File: config.mk
export PLATFORM = sky130hd
export DESIGN_NAME = vga_cipher_pipe
export DESIGN_NICKNAME = d
export VERILOG_FILES = /design/src/rtl/vga_cipher_pkg.sv /design/src/rtl/vga_timing_gen.sv /design/src/rtl/vga_cipher_pipe.sv
export SDC_FILE = /design/constraint.sdc
export NUM_CORES = 1
export LEC_CHECK = 0
export ABC_AREA = 0
export CAP_MARGIN = 0
export CORE_ASPECT_RATIO = 1.1
export CORE_MARGIN = 1
export CORE_UTILIZATION = 52
export DETAILED_ROUTE_END_ITERATION = 6
export PLACE_DENSITY = 0.75
export SLEW_MARGIN = 20
export SYNTH_ARGS = -nofsm -noshare
export SYNTH_HDL_FRONTEND = slang
export SYNTH_SLANG_ARGS = --single-unit
export TNS_END_PERCENT = 100
File: constraint.sdc
create_clock -name clk -period 5.6 [get_ports clk]
set_clock_uncertainty 0.1 [all_clocks]
set_input_delay 1.12 -clock clk [delete_from_list [all_inputs] [get_ports clk]]
set_output_delay 1.12 -clock clk [all_outputs]
set_load 0.1 [all_outputs]
File: src/rtl/vga_cipher_pkg.sv
// rtl/vga_cipher_pkg.sv - shared constants and mode encodings for the VGA cipher pipe
package vga_cipher_pkg;

    localparam logic [23:0] LFSR_POLY    = 24'hE10000;
    localparam logic [23:0] SEED_DEFAULT = 24'hACE1F0;
    localparam logic [23:0] BG_COLOR     = 24'h000000;

    typedef enum logic [1:0] {
        MODE_PLAIN = 2'b00,
        MODE_ENC   = 2'b01,
        MODE_RT    = 2'b10,
        MODE_KS    = 2'b11
    } mode_e;

endpackage

File: src/rtl/vga_timing_gen.sv
// rtl/vga_timing_gen.sv - pixel/line counters, raw syncs, active flag and frame start pulse
module vga_timing_gen #(
    parameter int H_ACTIVE = 640,
    parameter int H_FP     = 16,
    parameter int H_SYNC   = 96,
    parameter int H_BP     = 48,
    parameter int V_ACTIVE = 480,
    parameter int V_FP     = 10,
    parameter int V_SYNC   = 2,
    parameter int V_BP     = 29,
    parameter int HC_W     = $clog2(H_ACTIVE + H_FP + H_SYNC + H_BP),
    parameter int VC_W     = $clog2(V_ACTIVE + V_FP + V_SYNC + V_BP)
) (
    input  logic            clk,
    input  logic            rst,
    output logic [HC_W-1:0] hc,
    output logic [VC_W-1:0] vc,
    output logic            hsync_raw,
    output logic            vsync_raw,
    output logic            active,
    output logic            frame_start
);
    localparam int HT = H_ACTIVE + H_FP + H_SYNC + H_BP;
    localparam int VT = V_ACTIVE + V_FP + V_SYNC + V_BP;

    localparam logic [HC_W-1:0] HC_LAST = HC_W'(HT - 1);
    localparam logic [VC_W-1:0] VC_LAST = VC_W'(VT - 1);
    localparam logic [HC_W-1:0] H_ACT   = HC_W'(H_ACTIVE);
    localparam logic [VC_W-1:0] V_ACT   = VC_W'(V_ACTIVE);
    localparam logic [HC_W-1:0] HS_BEG  = HC_W'(H_ACTIVE + H_FP);
    localparam logic [HC_W-1:0] HS_END  = HC_W'(H_ACTIVE + H_FP + H_SYNC);
    localparam logic [VC_W-1:0] VS_BEG  = VC_W'(V_ACTIVE + V_FP);
    localparam logic [VC_W-1:0] VS_END  = VC_W'(V_ACTIVE + V_FP + V_SYNC);

    // Raster scan: hc runs across the line, vc steps when hc wraps
    always_ff @(posedge clk) begin
        if (rst) begin
            hc <= '0;
            vc <= '0;
        end else if (hc == HC_LAST) begin
            hc <= '0;
            vc <= (vc == VC_LAST) ? '0 : vc + 1'b1;
        end else begin
            hc <= hc + 1'b1;
        end
    end

    assign active      = (hc < H_ACT) && (vc < V_ACT);
    assign hsync_raw   = !((hc >= HS_BEG) && (hc < HS_END));
    assign vsync_raw   = !((vc >= VS_BEG) && (vc < VS_END));
    // Gated by rst so the pulse stays low while the counters are held at the origin
    assign frame_start = !rst && (hc == '0) && (vc == '0);

endmodule

File: src/rtl/vga_cipher_pipe.sv
// rtl/vga_cipher_pipe.sv - VGA timing, windowed ROM fetch, LFSR XOR cipher and aligned RGB output
module vga_cipher_pipe
    import vga_cipher_pkg::*;
#(
    parameter int H_ACTIVE   = 640,
    parameter int H_FP       = 16,
    parameter int H_SYNC     = 96,
    parameter int H_BP       = 48,
    parameter int V_ACTIVE   = 480,
    parameter int V_FP       = 10,
    parameter int V_SYNC     = 2,
    parameter int V_BP       = 29,
    parameter int IMG_W      = 320,
    parameter int IMG_H      = 240,
    parameter int SCALE_LOG2 = 1,
    parameter int X0         = 0,
    parameter int Y0         = 0,
    parameter int ADDR_W     = 18,
    parameter int PIX_W      = 24,
    parameter int CH_BITS    = 3,
    parameter int RD_LAT     = 1,
    parameter int KEY_W      = 24
) (
    input  logic               clk,
    input  logic               rst,
    input  logic [KEY_W-1:0]   key,
    input  logic [1:0]         mode,
    output logic [ADDR_W-1:0]  rom_addr,
    input  logic [PIX_W-1:0]   rom_data,
    output logic               hsync,
    output logic               vsync,
    output logic               vidon,
    output logic [CH_BITS-1:0] red,
    output logic [CH_BITS-1:0] green,
    output logic [CH_BITS-1:0] blue,
    output logic               frame_start
);
    localparam int HT     = H_ACTIVE + H_FP + H_SYNC + H_BP;
    localparam int VT     = V_ACTIVE + V_FP + V_SYNC + V_BP;
    localparam int HC_W   = $clog2(HT);
    localparam int VC_W   = $clog2(VT);
    localparam int L      = RD_LAT + 2;
    localparam int FW     = PIX_W / 3;
    localparam int WIN_W  = IMG_W << SCALE_LOG2;
    localparam int WIN_H  = IMG_H << SCALE_LOG2;
    // Window clipped to the visible area so the line/row end always occurs
    localparam int WIN_WC = (WIN_W < H_ACTIVE - X0) ? WIN_W : H_ACTIVE - X0;
    localparam int WIN_HC = (WIN_H < V_ACTIVE - Y0) ? WIN_H : V_ACTIVE - Y0;

    localparam logic [HC_W-1:0] X0_C     = HC_W'(X0);
    localparam logic [VC_W-1:0] Y0_C     = VC_W'(Y0);
    localparam logic [HC_W-1:0] WIN_W_C  = HC_W'(WIN_WC);
    localparam logic [VC_W-1:0] WIN_H_C  = VC_W'(WIN_HC);
    localparam logic [HC_W-1:0] COL_LAST = HC_W'(WIN_WC - 1);
    localparam logic [VC_W-1:0] ROW_LAST = VC_W'(WIN_HC - 1);
    localparam logic [HC_W-1:0] SUB_H    = HC_W'((1 << SCALE_LOG2) - 1);
    localparam logic [VC_W-1:0] SUB_V    = VC_W'((1 << SCALE_LOG2) - 1);

    logic [HC_W-1:0]   hc, dx;
    logic [VC_W-1:0]   vc, dy;
    logic              hsync_raw, vsync_raw, active, in_win;
    logic [ADDR_W-1:0] col, row_base, addr_hold, addr_cur;
    logic [KEY_W-1:0]  lfsr, seed_sel, ks_now, ks_next;
    logic [KEY_W-1:0]  ks_pipe  [RD_LAT];
    logic              win_pipe [RD_LAT];
    logic              act_pipe [RD_LAT];
    logic [L-1:0]      hs_pipe, vs_pipe, vid_pipe;
    logic [PIX_W-1:0]  ks_pix, enc, dec, cipher_d, cipher_q;

    vga_timing_gen #(
        .H_ACTIVE(H_ACTIVE), .H_FP(H_FP), .H_SYNC(H_SYNC), .H_BP(H_BP),
        .V_ACTIVE(V_ACTIVE), .V_FP(V_FP), .V_SYNC(V_SYNC), .V_BP(V_BP),
        .HC_W(HC_W), .VC_W(VC_W)
    ) u_timing (
        .clk(clk), .rst(rst), .hc(hc), .vc(vc),
        .hsync_raw(hsync_raw), .vsync_raw(vsync_raw),
        .active(active), .frame_start(frame_start)
    );

    assign dx       = hc - X0_C;
    assign dy       = vc - Y0_C;
    assign in_win   = active && (hc >= X0_C) && (dx < WIN_W_C) && (vc >= Y0_C) && (dy < WIN_H_C);
    assign addr_cur = row_base + col;
    assign rom_addr = in_win ? addr_cur : addr_hold;

    // Incremental address: column steps every 2^SCALE pixels, row base every 2^SCALE lines
    always_ff @(posedge clk) begin
        if (rst) begin
            col       <= '0;
            row_base  <= '0;
            addr_hold <= '0;
        end else if (in_win) begin
            addr_hold <= addr_cur;
            if (dx == COL_LAST) begin
                col <= '0;
                if (dy == ROW_LAST)
                    row_base <= '0;
                else if ((dy & SUB_V) == SUB_V)
                    row_base <= row_base + ADDR_W'(IMG_W);
            end else if ((dx & SUB_H) == SUB_H) begin
                col <= col + 1'b1;
            end
        end
    end

    // The frame-start pixel already uses the freshly loaded seed
    assign seed_sel = (key == '0) ? KEY_W'(SEED_DEFAULT) : key;
    assign ks_now   = frame_start ? seed_sel : lfsr;
    assign ks_next  = (ks_now >> 1) ^ (ks_now[0] ? KEY_W'(LFSR_POLY) : '0);

    // Keystream register: advances once per window pixel, reloads at frame start
    always_ff @(posedge clk) begin
        if (rst)
            lfsr <= KEY_W'(SEED_DEFAULT);
        else
            lfsr <= in_win ? ks_next : ks_now;
    end

    // Keystream and window/active flags delayed to meet the ROM data
    always_ff @(posedge clk) begin
        if (rst) begin
            for (int i = 0; i < RD_LAT; i++) begin
                ks_pipe[i]  <= '0;
                win_pipe[i] <= 1'b0;
                act_pipe[i] <= 1'b0;
            end
        end else begin
            ks_pipe[0]  <= ks_now;
            win_pipe[0] <= in_win;
            act_pipe[0] <= active;
            for (int i = 1; i < RD_LAT; i++) begin
                ks_pipe[i]  <= ks_pipe[i-1];
                win_pipe[i] <= win_pipe[i-1];
                act_pipe[i] <= act_pipe[i-1];
            end
        end
    end

    // Sync and video-on travel the full pipeline depth so they stay aligned with RGB
    always_ff @(posedge clk) begin
        if (rst) begin
            hs_pipe  <= '1;
            vs_pipe  <= '1;
            vid_pipe <= '0;
        end else begin
            hs_pipe  <= {hs_pipe[L-2:0], hsync_raw};
            vs_pipe  <= {vs_pipe[L-2:0], vsync_raw};
            vid_pipe <= {vid_pipe[L-2:0], active};
        end
    end

    assign hsync  = hs_pipe[L-1];
    assign vsync  = vs_pipe[L-1];
    assign vidon  = vid_pipe[L-1];
    assign ks_pix = PIX_W'(ks_pipe[RD_LAT-1]);
    assign enc    = rom_data ^ ks_pix;
    assign dec    = enc ^ ks_pix;

    // Cipher select: blanking forces black, outside the window shows the background
    always_comb begin
        cipher_d = '0;
        if (act_pipe[RD_LAT-1] && !win_pipe[RD_LAT-1]) begin
            cipher_d = PIX_W'(BG_COLOR);
        end else if (act_pipe[RD_LAT-1]) begin
            case (mode_e'(mode))
                MODE_PLAIN: cipher_d = rom_data;
                MODE_ENC:   cipher_d = enc;
                MODE_RT:    cipher_d = dec;
                MODE_KS:    cipher_d = ks_pix;
                default:    cipher_d = rom_data;
            endcase
        end
    end

    // Cipher register followed by the channel-truncating output register
    always_ff @(posedge clk) begin
        if (rst) begin
            cipher_q <= '0;
            red      <= '0;
            green    <= '0;
            blue     <= '0;
        end else begin
            cipher_q <= cipher_d;
            red      <= cipher_q[3*FW-1 -: CH_BITS];
            green    <= cipher_q[2*FW-1 -: CH_BITS];
            blue     <= cipher_q[FW-1 -: CH_BITS];
        end
    end

endmodule

# Word level (Yosys, flattened, before mapping)
# Memory sizes are Yosys's and may differ from the RTL's.
# Cells that the tools add are included.
[classes] n_mul=0 eq_ne=7 add_sub_neg=5 shift=0 order_cmp=8 div=0 reduce_logical=27 mux=20 bitwise_logic=4
[ops] op="$mux W24" count=5
[ops] op="$pmux W24 S4" count=1
[ops] op="$mux W18" count=5
[ops] op="$xor A24 B24 Y24" count=2
[ops] op="$eq A10 B10 Y1 const B" count=3
[ops] op="$logic_not A24 Y1" count=1
[ops] op="$reduce_or A24 Y1" count=1
[ops] op="$xor A23 B24 Y24" count=1
[ops] op="$add A10 B1 Y10 const B" count=2
[ops] op="$ge A10 B1 Y1 const B" count=2
[ops] op="$logic_not A10 Y1" count=2
[ops] op="$lt A10 B10 Y1 const B" count=2
[ops] op="$lt A10 B9 Y1 const B" count=2
[ops] op="$add A18 B1 Y18 const B" count=1
[ops] op="$add A18 B18 Y18" count=1
[ops] op="$add A18 B9 Y18 const B" count=1
[ops] op="$eq A10 B9 Y1 const B" count=1
[ops] op="$ge A10 B10 Y1 const B" count=1
[ops] op="$ge A10 B9 Y1 const B" count=1
[ops] op="$logic_and A1 B1 Y1" count=10
[ops] op="$mux W10" count=1
[ops] op="$mux W1" count=8
[ops] op="$eq A2 B2 Y1 const B" count=2
[ops] op="$logic_not A1 Y1" count=4
[ops] op="9 further kinds" count=11
[totals] ram_bits=26 latchBits=0 memories=3 output_inout_bits=31 romBits=0 word_cells=87 reg_bits=140
[mem_list] memory="ks_pipe" depth=1 word_bits=24 read_ports=1 rd_ports_with_merged_regs=0 wr=1 line="vga_cipher_pipe.sv:64" text="logic [KEY_W-1:0] ks_pipe [RD_LAT];"
[mem_list] memory="act_pipe" depth=1 word_bits=1 read_ports=1 rd_ports_with_merged_regs=0 wr=1 line="vga_cipher_pipe.sv:66" text="logic act_pipe [RD_LAT];"
[mem_list] memory="win_pipe" depth=1 word_bits=1 read_ports=1 rd_ports_with_merged_regs=0 wr=1 line="vga_cipher_pipe.sv:65" text="logic win_pipe [RD_LAT];"

# Logic depth before layout (Yosys ltp)
# Gate-level depths: netlist of the first run.
[depth] ltp_word=7 depth_mapped=11

# Hierarchy
# A second synthesis of the first run with hierarchy kept.
[unflattened] cells_unflattened=710 hier_area_um2=6174.7
[by_module_without_submodules] module="vga_cipher_pipe" seq_area_each_um2=2182.1 n_inst=1 area_each_um2=5119.9 cells_per_inst=581
[by_module_without_submodules] module="vga_timing_gen" seq_area_each_um2=400.4 n_inst=1 area_each_um2=1054.8 cells_per_inst=129

# Worst setup path after synthesis of the first run
# OpenSTA, ideal clock, no wires.
[synth_path] kind="register -> output" start="register col[7]" end="output rom_addr[14]" setup_slack_ns=0.548 t_required_ns=4.380 path_stages_with_launch=7 arrival_time_ns=3.832 cell_sequence="dfxtp_1 ha_1 a211oi_1 o21bai_1 a21oi_1 o21ai_0 o31ai_1"
[synth_via] elab_chain_len=2
[synth_lines] item="start: declaration" line="vga_cipher_pipe.sv:62" text="logic [ADDR_W-1:0] col, row_base, addr_hold, addr_cur;"
[synth_lines] item="start signal: assignment" line="vga_cipher_pipe.sv:101" text="col <= col + 1'b1;"
[synth_lines] item="$add A18 B18 Y18" line="vga_cipher_pipe.sv:83" text="assign addr_cur = row_base + col;"
[synth_lines] item="$mux W18"
[synth_lines] item="end: declaration" line="vga_cipher_pipe.sv:28" text="output logic [ADDR_W-1:0] rom_addr,"
# No other way between the ends.

# Worst setup path in the final report of the first run
[layout_path] start="register col[8]" end="output rom_addr[17]"
# The elaborated chain is that of the path after synthesis.

==> results of run 1 <==
==> logic make-up after synthesis <==
| group | Yosys count | synth area share (%) |
|---|---|---|
| flip-flops | 128 | 43.11 |
| XOR/XNOR | 46 | 6.777 |
| AO/OA/AOI/OAI | 139 | 15.53 |
| AND/OR/NAND/NOR | 289 | 24.98 |
| adder cells (fa/ha/maj) | 17 | 3.578 |
| buffers and inverters | 50 | 3.915 |
| multiplexers | 12 | 2.105 |
==> cell usage after synthesis (4+ instances only) <==
cell type | count | share of area, %
sky130_fd_sc_hd__dfxtp_1 | 128 | 43
sky130_fd_sc_hd__nor2_1 | 81 | 5.1
sky130_fd_sc_hd__nand2_1 | 65 | 4.1
sky130_fd_sc_hd__o21ai_0 | 38 | 3.2
sky130_fd_sc_hd__a21oi_1 | 35 | 2.9
sky130_fd_sc_hd__xnor2_1 | 23 | 3.4
sky130_fd_sc_hd__xor2_1 | 23 | 3.4
sky130_fd_sc_hd__clkbuf_1 | 20 | 1.3
sky130_fd_sc_hd__nand3_1 | 18 | 1.5
sky130_fd_sc_hd__ha_1 | 17 | 3.6
sky130_fd_sc_hd__nand4_1 | 16 | 1.7
sky130_fd_sc_hd__nor2b_1 | 15 | 1.6
sky130_fd_sc_hd__nor3_1 | 15 | 1.3
sky130_fd_sc_hd__a211oi_1 | 13 | 1.6
sky130_fd_sc_hd__buf_2 | 12 | 1.0
sky130_fd_sc_hd__and2_1 | 11 | 1.2
sky130_fd_sc_hd__nor4_1 | 11 | 1.2
sky130_fd_sc_hd__inv_1 | 10 | 0.63
sky130_fd_sc_hd__or3_1 | 9 | 0.95
sky130_fd_sc_hd__a22oi_1 | 8 | 1.0
sky130_fd_sc_hd__a32oi_1 | 8 | 1.2
sky130_fd_sc_hd__mux2i_1 | 8 | 1.3
sky130_fd_sc_hd__nand2b_1 | 8 | 0.84
sky130_fd_sc_hd__and3_1 | 6 | 0.63
sky130_fd_sc_hd__nor3b_1 | 6 | 0.76
sky130_fd_sc_hd__o22ai_2 | 6 | 1.3
sky130_fd_sc_hd__a21o_1 | 5 | 0.63
sky130_fd_sc_hd__or2_2 | 5 | 0.53
sky130_fd_sc_hd__mux2_2 | 4 | 0.76
sky130_fd_sc_hd__nand3b_1 | 4 | 0.51
sky130_fd_sc_hd__o211ai_1 | 4 | 0.51
sky130_fd_sc_hd__o22ai_1 | 4 | 0.42
==> report_power, final <==
part | internal, mW | leakage, nW | total, mW | switching, mW
Sequential | 0.950 | 1.04 | 0.969 | 0.0191
Clock | 0.599 | 0.287 | 1.07 | 0.474
Combinational | 0.0860 | 1.40 | 0.212 | 0.126
Total | 1.63 | 2.73 | 2.25 | 0.619
==> layout by cell type, fill, tap and decap left out, types with 10 or more instances in the layout <==
master and instances:
sky130_fd_sc_hd__a21oi_1 35, sky130_fd_sc_hd__a211oi_1 13, sky130_fd_sc_hd__nor3_1 15, sky130_fd_sc_hd__and2_1 11, sky130_fd_sc_hd__nor2_1 81, sky130_fd_sc_hd__nand3_1 18
sky130_fd_sc_hd__xor2_1 23, sky130_fd_sc_hd__nand4_1 16, sky130_fd_sc_hd__o21ai_0 38, sky130_fd_sc_hd__ha_1 17, sky130_fd_sc_hd__nand2_1 65, sky130_fd_sc_hd__nor2b_1 15
sky130_fd_sc_hd__xnor2_1 23, sky130_fd_sc_hd__nor4_1 11, sky130_fd_sc_hd__clkbuf_16 17, sky130_fd_sc_hd__dfxtp_1 128, sky130_fd_sc_hd__inv_1 10, sky130_fd_sc_hd__buf_4 15
sky130_fd_sc_hd__clkdlybuf4s50_1 56
==> per-layer routing <==
layer	up-vias	track usage (%)	share of wire (%)
li1	2521	-	-
met1	2358	28.59	45
met2	125	40.04	49
met3	19	6.318	5.0
met4	0	7.714	1.3
met5	-	0	0
==> worst max-delay path, cell delays in order, from the launching register on <==
cell and delay [ns]:
sky130_fd_sc_hd__dfxtp_1 0.35, sky130_fd_sc_hd__ha_1 0.35, sky130_fd_sc_hd__o21ai_0 0.14, sky130_fd_sc_hd__o21ai_0 0.37, sky130_fd_sc_hd__nand2_1 0.14, sky130_fd_sc_hd__o31ai_1 0.33
sky130_fd_sc_hd__xnor2_1 0.14, sky130_fd_sc_hd__a21oi_1 0.17, sky130_fd_sc_hd__clkdlybuf4s50_1 1.15
==> cell type report <==
class                           count  share of cell area, %
Sequential cell                   128                  35.60
Tap cell                          147                  2.555
Clock inverter                     15                  2.190
Inverter                           11                 0.5736
Timing Repair Buffer               72                  9.421
Clock buffer                       17                  5.910
Multi-Input combinational cell    503                  43.75
==> path summary, 6_finish.rpt <==
| kind | startpoint | cells past startpoint | to |
|---|---|---|---|
| setup / recovery | col[8] | 8 | rom_addr[17] |
| hold / removal | vs_pipe[0] | 1 | vs_pipe[1] |
| setup reg to reg | u_timing.hc[0] | 7 | col[15] |
| hold reg to reg | vs_pipe[0] | 1 | vs_pipe[1] |
==> metrics by stage <==
step	hold WS, ns	cell area [um2]	util [%]
after global placement	0.2933	6615	60.08
after CTS	0.3066	7198	65.38
after floorplan	0.2895	5944	-
final	0.3049	7198	65.38
after detailed placement	0.2948	6615	60.08
after global routing	0.3186	7198	65.38
==> sequential cells by signal (all words and copies together) (netlist names) <==
name / cells
col: 18
addr_hold: 18
win_pipe: 1
red: 3
hs_pipe: 3
vs_pipe: 3
cipher_q: 9
row_base: 12
green: 3
lfsr: 24
ks_pipe: 9
blue: 3
u_timing.hc: 10
u_timing.vc: 10
vid_pipe: 2
==> impl_metrics.json, run 1 <==
{
  "critical_path.endpoint_type": "output port",
  "drc_errors": 0,
  "hpwl_reported_at_the_end_of_detailed_placement_mm": 9.104,
  "die_x_um": 103.9,
  "rsz_0062_raised_after_global_routing": "false",
  "cts.repair_timing.setup_buffer_count": 0,
  "initial_core_util_pct": 53.99,
  "drt_pass1_iterations": 7,
  "worst-slew-pin-transition_ns": 1.031,
  "max_freq_ghz": 0.2087,
  "portBuffers": 67,
  "htree_num_levels": 4,
  "worstPathRequired_ns": 4.38,
  "finish.net_count": 802,
  "floorplan.rows": 40,
  "detailroute.via_count": 5023,
  "top_level_port_count": 83,
  "worstPathMaxFanout": 4,
  "syn_area_per_cell_um2": 8.729,
  "post-place-cells": 861,
  "timing.final.ws_setup_ns": 0.8075,
  "timing.setup.critical_path_class": "reg -> out",
  "remaining_global_route_overflow": 0,
  "pin_count_of_the_biggest_net_entering_global_routing": 62,
  "wl_per_cell_um": 15.12,
  "antenna_cells_inserted": 0,
  "post_synth_num_cell_types": 62,
  "floorplan.die_area_um2": 11860,
  "antenna_found_initial": 0,
  "area_growth_syn_to_fin_pct": 21.09,
  "postSynth.topFlopCell": "sky130_fd_sc_hd__dfxtp_1",
  "final_ant_viol_nets": 0,
  "relSlewSlack_pct": 30.84,
  "insertion_delay_ns": 0.42,
  "die_extent_in_y_um": 114.1,
  "cts.repair.resized": 0,
  "drv.max_cap_violation_count": 0,
  "reg2reg_slack_ns": 2.85,
  "ys.warnings.count": 0,
  "cellLeakagePower_nw": 2.732,
  "hold_path_class": "reg -> reg",
  "pwr_density_cell_nw_per_um2": 313.1,
  "cts_buffers": 17,
  "clock_path_buffers": 2,
  "via_count_of_the_first_global_routing_pass": 4682,
  "worst_case_vdd_ir_drop_mv": 0.1988,
  "clkSinkCount": 128,
  "postSynthRegisterBits": 128,
  "final_hold_viol_count": 0,
  "final.setup.tns_ns": 0,
  "multiInputGateArea_um2": 3149,
  "max_transition_viols_final": 0,
  "wp_data_arrival_ns": 3.57,
  "syn_nets": 750,
  "dr.first_iter.drc_count": 256,
  "post_route_cells_drive_above_1_share_pct": 10.05,
  "layout.filler_cells": 920,
  "seq_area_frac_synth_pct": 43.11,
  "instances_no_fill": 893,
  "netlist_instances": 681,
  "cts-hold-fix-buffers": 0,
  "setup.worst_path.start_class": "register",
  "register_area_um2": 2562,
  "detail_route.wirelength_mm": 13.50,
  "outcome": "finished, final reports clean",
  "detail_route.vias_per_cell": 5.625,
  "ctsRootBufferMaster": "sky130_fd_sc_hd__clkbuf_16",
  "number_of_flops_mapped_to_enable_cells_by_yosys": 0,
  "finalSetupViolCount": 0,
  "gpl.final_weighted_congestion": 0.8789,
  "cts.clk_slew.worst_paths_ns": 0.06,
  "core_area_um2": 11010,
  "power.total_mw": 2.253,
  "fin_crit_ns": 4.792,
  "place_ws_ns": 1.247,
  "synthArstFlopShare_pct": 0,
  "period_share_pct": 85.58,
  "clock_tree_from_tritoncts": "done",
  "global_route_wire_length_before_repair_mm": 22.16,
  "post_synth_instance_area_um2": 5944,
  "global_route.usage.total_pct": 23.37
}
(Power assumes the default switching activity.)
==> inputs of run 2 (changes only) <==
--- a/config.mk
+++ b/config.mk
@@ -7,11 +7,10 @@
 export LEC_CHECK = 0
 export ABC_AREA = 0
 export CAP_MARGIN = 0
-export CORE_ASPECT_RATIO = 1.1
 export CORE_MARGIN = 1
-export CORE_UTILIZATION = 52
+export CORE_UTILIZATION = 59
 export DETAILED_ROUTE_END_ITERATION = 6
-export PLACE_DENSITY = 0.75
+export PLACE_DENSITY = 0.84
 export SLEW_MARGIN = 20
 export SYNTH_ARGS = -nofsm -noshare
 export SYNTH_HDL_FRONTEND = slang
==> run 2 against run 1 <==
  * Setup slack lost 0.11 ns
  * Hold slack gained 0.0028 ns
  * Non-clock buffer count shrank 1
  * Clock power is essentially flat
  * Clock-buffer cell count is the same
  * Sequential cell count is the same
  * Utilization grew 8.0 points
  * First-iteration DRC count grew 45%
  * Combinational power is essentially flat
==> impl_metrics.json, run 2 (synthesis results as in run 1) <==
{
  "outcome": "finished, final reports clean",
  "cts.repair_timing.setup_buffer_count": 0,
  "mostFrequentLayoutCells": "sky130_fd_sc_hd__dfxtp_1, sky130_fd_sc_hd__nor2_1, sky130_fd_sc_hd__nand2_1",
  "top_level_port_count": 83,
  "period_share_pct": 87.50,
  "initial_core_util_pct": 60.82,
  "critical_path.endpoint_type": "output port",
  "via_count_of_the_first_global_routing_pass": 4843,
  "drt_pass1_iterations": 6,
  "cellLeakagePower_nw": 2.720,
  "clockPowerShare_pct": 47.1,
  "power.total_mw": 2.236,
  "pwr_density_cell_nw_per_um2": 311.9,
  "die_extent_in_y_um": 102.4,
  "portBuffers": 67,
  "worst_hold_path.num_cells": 1,
  "pin_count_of_the_biggest_net_entering_global_routing": 62,
  "drv.max_cap_violation_count": 0,
  "hpwl_reported_at_the_end_of_detailed_placement_mm": 9.216,
  "final.setup.tns_ns": 0,
  "final_hold_viol_count": 0,
  "insertion_delay_ns": 0.53,
  "worstPathRequired_ns": 4.38,
  "hold_ws_ns": 0.3077,
  "floorplan.rows": 36,
  "antenna_found_initial": 0,
  "detail_route.vias_per_cell": 5.891,
  "timing.final.ws_setup_ns": 0.7001,
  "wp_data_arrival_ns": 3.68,
  "cts.clk_slew.worst_paths_ns": 0.06,
  "worst-slew-pin-transition_ns": 1.039,
  "worstPathMaxFanout": 5,
  "layout.filler_cells": 695,
  "power.combinational.fraction_pct": 9.5,
  "setup.worst_path.start_class": "register",
  "intPower_mw": 1.612,
  "final_ant_viol_nets": 0,
  "finalSetupViolCount": 0,
  "dr.first_iter.drc_count": 371,
  "global_route.usage.total_pct": 27.79,
  "floorplan.die_area_um2": 10480,
  "clock_path_buffers": 2,
  "core_area_um2": 9774,
  "die_x_um": 102.4,
  "detailroute.via_count": 5172,
  "power.share.switching_pct": 27.94,
  "clock_tree_from_tritoncts": "done",
  "r2r-start": "u_timing.hc[0]",
  "largest_reg_flops": 24,
  "total_placed_instance_area_um2": 6590,
  "worst_case_vdd_ir_drop_mv": 0.2130,
  "max_freq_ghz": 0.2041,
  "final_cell_area_um2": 7171,
  "timing.setup.critical_path_class": "reg -> out",
  "hold_path_class": "reg -> reg",
  "place_ws_ns": 1.321,
  "largest_reg_by_ff_count": "lfsr",
  "holdCritStartpoint": "hs_pipe[1]",
  "antenna_cells_inserted": 0,
  "holdPathEnd": "hs_pipe[2]",
  "layout.cells.most_common": "sky130_fd_sc_hd__dfxtp_1",
  "detail_route.wirelength_mm": 13.84,
  "drc_errors": 0,
  "ff2ff_path_depth": 8,
  "gpl.final_weighted_congestion": 0.8790,
  "max_transition_viols_final": 0,
  "ctsRootBufferMaster": "sky130_fd_sc_hd__clkbuf_8",
  "reg.largest.list": "lfsr: 24 flops, addr_hold: 18 flops, col: 18 flops",
  "cts-hold-fix-buffers": 0,
  "reg2reg_slack_ns": 2.77,
  "wl_per_cell_um": 15.77,
  "relSlewSlack_pct": 30.55,
  "rsz_0062_raised_after_global_routing": "false",
  "post_route_cells_drive_above_1_share_pct": 9.933,
  "area_growth_syn_to_fin_pct": 20.63,
  "switching_power_uw": 624.8,
  "cts.repair.resized": 0,
  "share_seq_of_total_power_pct": 43.3,
  "clkSinkCount": 128,
  "global_route_wire_length_before_repair_mm": 22.58,
  "htree_num_levels": 4,
  "remaining_global_route_overflow": 0,
  "cts_buffers": 17,
  "fin_crit_ns": 4.900,
  "finish.net_count": 801,
  "r2r-end": "lfsr[12]"
}
[run 2: changes by cell type in the layout (fill, tap and decap cells not counted)]
| cell | previous run | this run |
|---|---|---|
| sky130_fd_sc_hd__buf_4 | 15 | 14 |
| sky130_fd_sc_hd__clkbuf_16 | 17 | 16 |
| sky130_fd_sc_hd__clkbuf_8 | 0 | 1 |
| sky130_fd_sc_hd__clkinv_8 | 1 | 3 |
| sky130_fd_sc_hd__clkinvlp_4 | 1 | 2 |
| sky130_fd_sc_hd__inv_6 | 4 | 3 |
| sky130_fd_sc_hd__inv_8 | 8 | 6 |
[run 2: area by class of cell]
type	count	area [um2]	share of cell area (%)
Clock buffer	17	414.1	5.776
Sequential cell	128	2562	35.74
Timing Repair Buffer	71	670.6	9.353
Tap cell	133	166.4	2.321
Multi-Input combinational cell	503	3149	43.92
Inverter	11	41.29	0.5758
Clock inverter	15	166.4	2.321
[run 2: routing by layer]
metal  track usage, %  up-vias  share of wire (%)
met5                0        -                  0
met2            48.32      190                 49
met3            5.814       24                6.2
met1            33.33     2440                 43
met4            11.54        0                1.9
li1                 -     2518                  -
[run 2: through the flow]
stage / std cells / util, %
finish: 878 / 73.36
global route: 878 / 73.36
detailed placement: 846 / 67.42
CTS: 878 / 73.36
global placement: 846 / 67.42
floorplan: 681 / -
[run 2: power by group through the flow]
| stage | Clock (mW) | Sequential, mW | Combinational (mW) |
|---|---|---|---|
| 6_report | 1.05 | 0.969 | 0.213 |
| 4_1_cts | 1.06 | 0.969 | 0.213 |
| 2_1_floorplan | 0 | 1.00 | 0.133 |
| 3_5_place_dp | 0 | 0.989 | 0.209 |
| 3_3_place_gp | 0 | 0.987 | 0.203 |
| 5_1_grt | 1.11 | 0.972 | 0.230 |
[run 2: worst max path at each step]
stage	start	end	slack, ns	depth (start not counted)
detailed placement	col[7]	rom_addr[17]	1.32	8
global route	row_base[8]	rom_addr[17]	0.56	8
floorplan	col[7]	rom_addr[14]	0.55	6
global placement	col[7]	rom_addr[17]	1.36	8
finish	row_base[8]	rom_addr[17]	0.70	8
CTS	row_base[8]	rom_addr[17]	0.72	8
[run 2: critical path, cell delays in order (launching register included)]
cell and delay [ns]:
sky130_fd_sc_hd__dfxtp_1 0.35, sky130_fd_sc_hd__ha_1 0.34, sky130_fd_sc_hd__o21ai_0 0.17, sky130_fd_sc_hd__o21ai_0 0.37
sky130_fd_sc_hd__nand2_1 0.16, sky130_fd_sc_hd__o31ai_1 0.31, sky130_fd_sc_hd__xnor2_1 0.14, sky130_fd_sc_hd__a21oi_1 0.16
sky130_fd_sc_hd__clkdlybuf4s50_1 1.15
